[config.mk]
export PLATFORM = sky130hd
export DESIGN_NAME = epu_job_scheduler
export DESIGN_NICKNAME = d
export VERILOG_FILES = /design/src/rtl/epu_job_scheduler.sv
export SDC_FILE = /design/constraint.sdc
export NUM_CORES = 1
export LEC_CHECK = 0
export CORE_ASPECT_RATIO = 1.2
export CORE_MARGIN = 4
export CORE_UTILIZATION = 30
export CTS_CLUSTER_SIZE = 10
export DETAILED_ROUTE_END_ITERATION = 12
export PLACE_DENSITY_LB_ADDON = 0.12
export SYNTH_ARGS = -nofsm -noshare
export SYNTH_HDL_FRONTEND = slang
export SYNTH_SLANG_ARGS = --single-unit
export TNS_END_PERCENT = 50
[constraint.sdc]
create_clock -name clk -period 2.83 [get_ports clk]
set_clock_uncertainty 0.05 [all_clocks]
set_input_delay 0.566 -clock clk [delete_from_list [all_inputs] [get_ports clk]]
set_output_delay 0.566 -clock clk [all_outputs]
set_load 0.02 [all_outputs]
[src/rtl/epu_job_scheduler.sv]
// Sequences tiles through the EPU: waits for both SRAM buffers, launches the EPU,
// guards each tile with an optional watchdog, and retires the tile back to the DMAs.
module epu_job_scheduler #(
    parameter int TILE_W = 8,
    parameter int TMO_W  = 16
) (
    input  logic              clk,
    input  logic              rst,
    input  logic              cfg_we,
    input  logic [TILE_W-1:0] cfg_tiles,
    input  logic [TMO_W-1:0]  cfg_timeout,
    input  logic              go,
    input  logic              clr,
    input  logic              in_tile_valid,
    input  logic              out_buf_free,
    output logic              epu_start,
    input  logic              epu_end,
    output logic              in_tile_ack,
    output logic              out_tile_done,
    output logic              busy,
    output logic              done,
    output logic              err_timeout,
    output logic              irq,
    output logic [TILE_W-1:0] tile_idx,
    output logic [2:0]        fsm_state
);

    typedef enum logic [2:0] {
        S_IDLE     = 3'd0,
        S_WAIT_BUF = 3'd1,
        S_LAUNCH   = 3'd2,
        S_RUN      = 3'd3,
        S_RETIRE   = 3'd4,
        S_DONE     = 3'd5,
        S_ERR      = 3'd6
    } state_t;

    localparam logic [TILE_W-1:0] TILE_ONE = TILE_W'(1);
    localparam logic [TMO_W-1:0]  TMO_ONE  = TMO_W'(1);

    state_t             state;
    logic [TILE_W-1:0]  tiles_q;
    logic [TMO_W-1:0]   tmo_q;
    logic [TMO_W-1:0]   wd_cnt;
    logic               settled;

    assign settled = (state == S_IDLE) || (state == S_DONE) || (state == S_ERR);

    always_ff @(posedge clk) begin
        if (rst) begin
            state    <= S_IDLE;
            tiles_q  <= '0;
            tmo_q    <= '0;
            wd_cnt   <= '0;
            tile_idx <= '0;
            irq      <= 1'b0;
        end else begin
            irq <= 1'b0;
            // Shadow config only moves while no job is in flight.
            if (settled && cfg_we) begin
                tiles_q <= cfg_tiles;
                tmo_q   <= cfg_timeout;
            end
            case (state)
                S_IDLE, S_DONE, S_ERR: begin
                    if (go) begin
                        tile_idx <= '0;
                        if (tiles_q != '0) begin
                            state <= S_WAIT_BUF;
                        end else begin
                            state <= S_DONE;
                            irq   <= 1'b1;
                        end
                    end else if (clr && state != S_IDLE) begin
                        state <= S_IDLE;
                    end
                end
                S_WAIT_BUF: begin
                    if (in_tile_valid && out_buf_free) state <= S_LAUNCH;
                end
                S_LAUNCH: begin
                    wd_cnt <= tmo_q;
                    state  <= S_RUN;
                end
                S_RUN: begin
                    // A completion in the expiry cycle still counts as success.
                    if (epu_end) begin
                        state <= S_RETIRE;
                    end else if (tmo_q != '0) begin
                        wd_cnt <= wd_cnt - TMO_ONE;
                        if (wd_cnt == TMO_ONE) begin
                            state <= S_ERR;
                            irq   <= 1'b1;
                        end
                    end
                end
                S_RETIRE: begin
                    if (tile_idx == tiles_q - TILE_ONE) begin
                        state <= S_DONE;
                        irq   <= 1'b1;
                    end else begin
                        tile_idx <= tile_idx + TILE_ONE;
                        state    <= S_WAIT_BUF;
                    end
                end
                default: state <= S_IDLE;
            endcase
        end
    end

    assign epu_start     = (state == S_LAUNCH);
    assign in_tile_ack   = (state == S_RETIRE);
    assign out_tile_done = (state == S_RETIRE);
    assign busy          = (state == S_WAIT_BUF) || (state == S_LAUNCH) ||
                           (state == S_RUN) || (state == S_RETIRE);
    assign done          = (state == S_DONE);
    assign err_timeout   = (state == S_ERR);
    assign fsm_state     = state;

endmodule

== Yosys cells after proc, flatten, opt, wreduce, memory -nomap -nowiden ==
Cells that the tools add are included.
Operators by class
  eq/ne operators: 16
  reductions and logical operators: 18
  add/sub/neg operators: 3
  mux-type cells: 22
Operators with widths (count)
  16-bit 2-to-1 mux: 2
  16-bit case mux with 2 select lines: 1
  3-bit 2-to-1 mux: 8
  16-bit by 1-bit == test with 1-bit output, second input constant: 1
  8-bit 2-to-1 mux: 2
  8-bit case mux with 2 select lines: 1
  16-bit nonzero test: 1
  16-bit by 1-bit subtractor with 16-bit output, second input constant: 1
  3-bit case mux with 5 select lines: 1
  2-bit != test, second input constant: 5
  3-bit == test, second input constant: 3
  3-bit != test, second input constant: 3
  8-bit by 1-bit adder with 8-bit output, second input constant: 1
  8-bit == test: 1
  8-bit nonzero test: 1
  8-bit by 1-bit subtractor with 8-bit output, second input constant: 1
  3-bit by 2-bit == test with 1-bit output, second input constant: 2
  1-bit 2-to-1 mux: 6
  3-bit AND reduction: 2
  1-bit logical OR: 5
  4-bit AND reduction: 1
  2-bit nonzero test: 2
  3-bit by 1-bit == test with 1-bit output, second input constant: 1
  1-bit logical AND: 3
  4 further kinds: 4
Word-level totals
  output and inout bits: 18
  input port bits: 32
  bits in registers: 52
  logic and storage cells: 65

== Depth between registers and ports, before layout ==
Gate-level depths: netlist (run 1).
  word-level depth: 5
  depth in mapped cells: 9
  depth with buffers taken out: 8

== Worst setup path after synthesis (run 1) ==
No wires, ideal clock.
  path type: reg-to-reg
  start: register tiles_q[0]
  end: register tile_idx[1]
  arrival time: 2068 ps
  data required time: 2652 ps
  path buffers: 1
  library setup time: 128 ps
  setup slack: 584 ps
  cell stages (with the launch flop): 10
  clock period less this slack: 2246 ps
  cells stage by stage: dfxtp_1 > inv_1 > ha_1 > o21ba_1 > a221oi_1 > a41oi_1 > o41ai_4 > buf_4 > mux2i_1 > nor2_1
Between the ends
  longest elaborated chain between the ends: 4
RTL lines
  start: declaration: RTL line 42  | logic [TILE_W-1:0] tiles_q;
  start signal: assignment: RTL line 61  | tiles_q <= cfg_tiles;
  8-bit by 1-bit subtractor with 8-bit output: RTL line 98  | if (tile_idx == tiles_q - TILE_ONE) begin
  8-bit == test: RTL line 98
  2-bit != test (no source line)
  3-bit AND reduction (no source line)
  end signal: assignment: RTL line 102  | tile_idx <= tile_idx + TILE_ONE;
  end: declaration: RTL line 24  | output logic [TILE_W-1:0] tile_idx,
No other way between the ends.
A chain may end at the register's enable or synchronous reset.

== Final worst setup path (run 1) ==
  start: register state[2], in the netlist fsm_state[2]
  end: output port in_tile_ack
Between the ends
  longest elaborated chain between the ends: 1
RTL lines
  start: declaration: RTL line 41  | state_t state;
  start signal: assignment: RTL line 51  | state <= S_IDLE;
  start signal: assignment: RTL line 69  | state <= S_WAIT_BUF;
  start signal: assignment: RTL line 71  | state <= S_DONE;
  3-bit == test: RTL line 112  | assign in_tile_ack = (state == S_RETIRE);
  end: declaration: RTL line 18  | output logic in_tile_ack,
No other way between the ends.

==> results of run 1 <==
## worst max-delay path, cell delays in order (launching register included)
cell             delay (ns)
dfxtp_1                0.61
or2b_1                 0.31
nor2_2                 0.13
clkdlybuf4s50_1        0.63
## stage by stage
stage | worst slack [ns] | cell area [µm²]
floorplan | 0.584 | 2900
global placement | 0.330 | 3480
detailed placement | 0.343 | 3480
CTS | 0.205 | 3660
global route | 0.120 | 3660
finish | 0.247 | 3660
## cell usage in the layout, fill, tap and decap left out, types with 4 or more instances in the layout
master           instances
and2_1                   5
ha_1                     4
buf_4                    9
nand4_1                  5
inv_1                    8
nand2_1                 68
nor4_1                  13
o41ai_1                  4
or3_1                    6
nor3_1                  10
dfxtp_1                 52
clkdlybuf4s50_1         49
nor2_1                  40
o21ai_1                  7
o21ai_0                 24
a22oi_1                  7
clkbuf_16                5
xor2_1                   8
nand3_1                  7
a21oi_1                 54
nand3b_1                 4
## area by class of cell
| class | count | area [µm²] | share of cell area, % |
|---|---|---|---|
| multi-input combinational | 305 | 1700 | 46.4 |
| sequential | 52 | 1040 | 28.5 |
| timing repair buffer | 58 | 558 | 15.3 |
| tap | 123 | 154 | 4.21 |
| clock buffer | 6 | 139 | 3.80 |
| clock inverter | 2 | 38.8 | 1.06 |
| inverter | 8 | 30.0 | 0.821 |
## power by group through the flow
| stage | Combinational (mW) | Sequential [mW] | Clock (mW) |
|---|---|---|---|
| global placement | 0.554 | 0.868 | 0 |
| global route | 0.622 | 0.861 | 0.777 |
| CTS | 0.559 | 0.851 | 0.742 |
| finish | 0.551 | 0.849 | 0.718 |
| detailed placement | 0.558 | 0.868 | 0 |
| floorplan | 0.399 | 0.844 | 0 |
## logic make-up after synthesis
| kind of cell | share of synthesized area [%] |
|---|---|
| compound gates | 23.5 |
| xor+xnor | 4.45 |
| fa+ha+maj | 1.73 |
| buf+inv | 5.61 |
| flops | 35.9 |
| mux | 0.345 |
| simple gates | 28.4 |
## routing by layer
layer  wire, µm  part of all wire (%)  global-route usage [%]  vias to the layer above
met5          0                     0                       0                        -
met4        189                   2.5                    5.45                        0
met3        261                   3.4                    2.53                       11
met2       3870                    51                    25.0                       47
met1       3280                    43                    16.0                     1302
li1           -                     -                       -                     1461
## sequential cells by signal (all words and copies together), names as in the netlist
register,cells
fsm_state,3
tiles_q,8
wd_cnt,16
tile_idx,8
irq,1
tmo_q,16
## worst paths after layout
| check | depth (start not counted) | end | slack [ns] | start |
|---|---|---|---|---|
| setup / recovery | 3 | in_tile_ack | 0.25 | fsm_state[2] |
| hold / removal | 2 | tmo_q[11] | 0.43 | tmo_q[11] |
| setup reg to reg | 8 | irq | 0.39 | tiles_q[0] |
| hold reg to reg | 2 | tmo_q[11] | 0.43 | tmo_q[11] |
==> flow_metrics.tcl, run 1 <==
set metrics [dict create \
    synth_edf_count 0 \
    fin_crit_sh_pct 91.3 \
    antenna_left 0 \
    areaGrowthSynthToFinish_pct 26.1 \
    ys.flop_type "dfxtp_1" \
    p_clk_share_pct 33.9 \
    fp-row-count 39 \
    num_vias 2821 \
    gr-total-overflow 0 \
    p_leak_nw 1.33 \
    diodes 0 \
    maxCapViolCount 0 \
    die_area_um2 11300 \
    hold_class "flop to flop" \
    placed_cells 546 \
    worstPathRequired_ns 2.21 \
    post_cts_resized 0 \
    arrival_ns 1.97 \
    hold_slack_ns 0.432 \
    clockRootBuffer "clkbuf_16" \
    power_mw 2.12 \
    grt_pass1_wl_um 12600 \
    worst-path-max-fanout 15 \
    holdBufCountCts 0 \
    max_freq_mhz 387 \
    grt_start_max_net_pins 49 \
    vias_per_cell 5.09 \
    gp_congestion 0.769 \
    ios 50 \
    drive_above_1_share_pct 6.26 \
    outcome "complete, no violations" \
    rsz0062_at_grt "false" \
    yosysTopAreaCellShare_pct 35.9 \
    yosysTopAreaCell "dfxtp_1" \
    cts_sinks 52 \
    worst_setup_path_end_kind "output pin" \
    p_per_area_nw_per_um2 579 \
    start_util_pct 30.6 \
    synth_nets 427 \
    dr.pass1.iters 5 \
    hpwl_um 5580 \
    drv_slew 0 \
    syn_area_per_cell_um2 7.41 \
    clkLatencyLatePin_ns 0.29 \
    ys_types 49 \
    portBuffers 49 \
    setup.worst_path.start_class "flop" \
    die_y_um 116 \
    synth_most_common_cell "nand2_1" \
    drt_iter0_markers 105 \
    p_comb_share_pct 26.0 \
    core-area_um2 9470 \
    cts_setup_buffers 0 \
    yosysWarnings 0 \
    vdd_ir_drop_max_uv 241 \
    cts_tree "yes" \
    relSlewSlack_pct 58.0 \
    critPathKind "flop to output pin" \
    antenna_found_initial 0 \
    grt_pass1_vias 2619 \
    grt.total_usage_pct 13.7 \
    syn_inst 391 \
    switchingPower_uw 652 \
    pwr-share-seq_pct 40.1 \
    tightestPinTransition_ns 0.629 \
    die_width_um 97.7 \
    synth_seq_area_share_pct 35.9 \
    period_needed_ns 2.58 \
    setup_viol 0 \
    fin_setup_tns_ns 0 \
    synthArstFlopShare_pct 0 \
    cts.clk_slew.worst_paths_ns 0.07 \
    wl_per_cell_um 13.7 \
    fin_util_pct 38.6 \
    finalNonFillerCells 554 \
    synth-seq-cells 52 \
    hold_viol 0 \
    switching_share_pct 30.8 \
    ys_top_cells_by_count "nand2_1, a21oi_1, dfxtp_1, nor2_1, o21ai_0" \
    cts_buffers 5 \
    cts_buffer_depth 2 \
    h-tree-depth 2 \
    netlist_area_um2 2900 \
    fill_cells 1027 \
    synthTopCellsByArea "dfxtp_1, a21oi_1, nand2_1" \
    drcViolationCount 0 \
    drt-total-wl_um 7600 \
    nets 466 \
    p_int_mw 1.47 \
]
No activity file was read; power rests on OpenSTA's default activity.
==> run 2, diff against run 1 <==
--- a/config.mk
+++ b/config.mk
@@ -10,7 +10,7 @@
 export CORE_UTILIZATION = 30
 export CTS_CLUSTER_SIZE = 10
 export DETAILED_ROUTE_END_ITERATION = 12
-export PLACE_DENSITY_LB_ADDON = 0.12
+export PLACE_DENSITY = 0.57
 export SYNTH_ARGS = -nofsm -noshare
 export SYNTH_HDL_FRONTEND = slang
 export SYNTH_SLANG_ARGS = --single-unit
==> constraint.sdc (replaced) <==
create_clock -name clk -period 2.83 [get_ports clk]
set_clock_uncertainty 0.05 [all_clocks]
set_input_delay 0.283 -clock clk [delete_from_list [all_inputs] [get_ports clk]]
set_output_delay 0.283 -clock clk [all_outputs]
set_load 0.02 [all_outputs]
==> run 2 against run 1 <==
Setup slack better by 0.068 ns. Combinational power is 2% lower. Critical path depth stayed put. Cell area is 0.62% lower. Largest power group unchanged. Die area stayed put. Register-to-register slack worse by 0.04 ns.
==> flow_metrics.tcl, run 2 (synthesis results as in run 1) <==
set metrics [dict create \
    outcome "complete, no violations" \
    p_per_area_nw_per_um2 578 \
    antenna_left 0 \
    rsz0062_at_grt "false" \
    grt.busiest_layer "met2" \
    vdd_ir_drop_max_uv 245 \
    diodes 0 \
    crit_slowest_cell "clkdlybuf4s50_1" \
    nets 463 \
    maxCapViolCount 0 \
    gp_congestion 0.849 \
    cts_buffers 5 \
    p_leak_nw 1.31 \
    path_cells "or2b_1 -> nor2_2 -> clkdlybuf4s50_1" \
    setup.worst_path.start_class "flop" \
    grt_pass1_vias 2697 \
    die_area_um2 11300 \
    crit_family "buffers and inverters" \
    cts_sinks 52 \
    relSlewSlack_pct 49.7 \
    critical_path_buf_inv_count 1 \
    post_cts_resized 0 \
    hpwl_um 5360 \
    cp.depth 3 \
    worst_setup_path_end_kind "output pin" \
    grt_use_met1_pct 14.9 \
    fp-row-count 39 \
    fin_util_pct 38.4 \
    cts_setup_buffers 0 \
    fill_cells 1024 \
    hold_viol 0 \
    antenna_found_initial 0 \
    drt-total-wl_um 7370 \
    arrival_ns 2.18 \
    power_mw 2.10 \
    worstPathRequired_ns 2.50 \
    ios 50 \
    gr-total-overflow 0 \
    drt_iter0_markers 150 \
    drv_slew 0 \
    multi_input_comb_area_um2 1700 \
    period_needed_ns 2.52 \
    r2r_cells 6 \
    wl_per_cell_um 13.4 \
    num_vias 2848 \
    fin_crit_sh_pct 88.9 \
    holdBufCountCts 0 \
    start_util_pct 30.6 \
    drive_above_1_share_pct 5.61 \
    clockRootBuffer "clkbuf_16" \
    drcViolationCount 0 \
    worst-path-max-fanout 15 \
    portBuffers 49 \
    grtUsageMet2_pct 25.1 \
    reg_top3 "tmo_q (16), wd_cnt (16)" \
    max_freq_mhz 398 \
    h-tree-depth 2 \
    core-area_um2 9470 \
    layout_commonest_cell "nand2_1" \
    worst_path_largest_cell_delay_ns 0.67 \
    cts_buffer_depth 2 \
    critPathKind "flop to output pin" \
    final_cell_mix "nand2_1, a21oi_1, dfxtp_1, clkdlybuf4s50_1, nor2_1" \
    vias_per_cell 5.17 \
    cts.clk_slew.worst_paths_ns 0.07 \
    grt_start_max_net_pins 49 \
    grt_use_met3_pct 2.29 \
    fin_area_um2 3630 \
    tightestPinTransition_ns 0.753 \
    final-seq-area_um2 1040 \
    fin_setup_tns_ns 0 \
    grt_pass1_wl_um 12400 \
    dr.pass1.iters 4 \
    setup_viol 0 \
    die_width_um 97.7 \
    die_y_um 116 \
    grt.total_usage_pct 13.1 \
    hold_class "flop to flop" \
    min_path_cells 2 \
    cts_tree "yes" \
    placed_area_um2 3460 \
    clkLatencyLatePin_ns 0.29 \
    areaGrowthSynthToFinish_pct 25.3 \
]
run 2: cell count changes in the layout (fill, tap and decap cells not counted), sizes merged:
| cell | change |
|---|---|
| buf | -3 |
run 2: where the power goes:
part,internal (mW),switching (mW)
registers,0.781,0.0689
clock network,0.443,0.266
logic,0.238,0.304
run 2: layer usage:
layer  vias to the layer above  share of wire (%)
li1                       1453                  -
met1                      1341                 44
met2                        48                 52
met3                         6                3.2
met4                         0               0.88
met5                         -                  0
run 2: cell type report:
class / instances / area share [%]
Clock inverter: 2 / 1.07
Tap cell: 123 / 4.24
Sequential cell: 52 / 28.7
Timing Repair Buffer: 55 / 14.7
Multi-Input combinational cell: 305 / 46.7
Inverter: 8 / 0.826
Clock buffer: 6 / 3.82
run 2: final timing paths:
path	slack (ns)	start	to
max	0.31	fsm_state[2]	in_tile_ack
min reg2reg	0.43	tmo_q[12]	tmo_q[12]
max reg2reg	0.35	tiles_q[2]	tile_idx[1]
min	0.43	tmo_q[12]	tmo_q[12]
run 2: worst reg2reg max path: stages (launching register included):
cell and delay [ns]:
dfxtp_1 0.37, nor4_1 0.46, nand2_1 0.22, xnor2_2 0.21, o41ai_4 0.73, mux2i_1 0.27, nor2_1 0.05
run 2: metrics by stage:
stage                     cells  setup slack [ns]  hold slack (ns)
final                       551             0.315            0.427
after global routing        551            0.0618            0.458
after CTS                   551             0.239            0.426
after detailed placement    543             0.275            0.416
after global placement      543             0.343            0.414
after floorplan             391             0.584            0.369
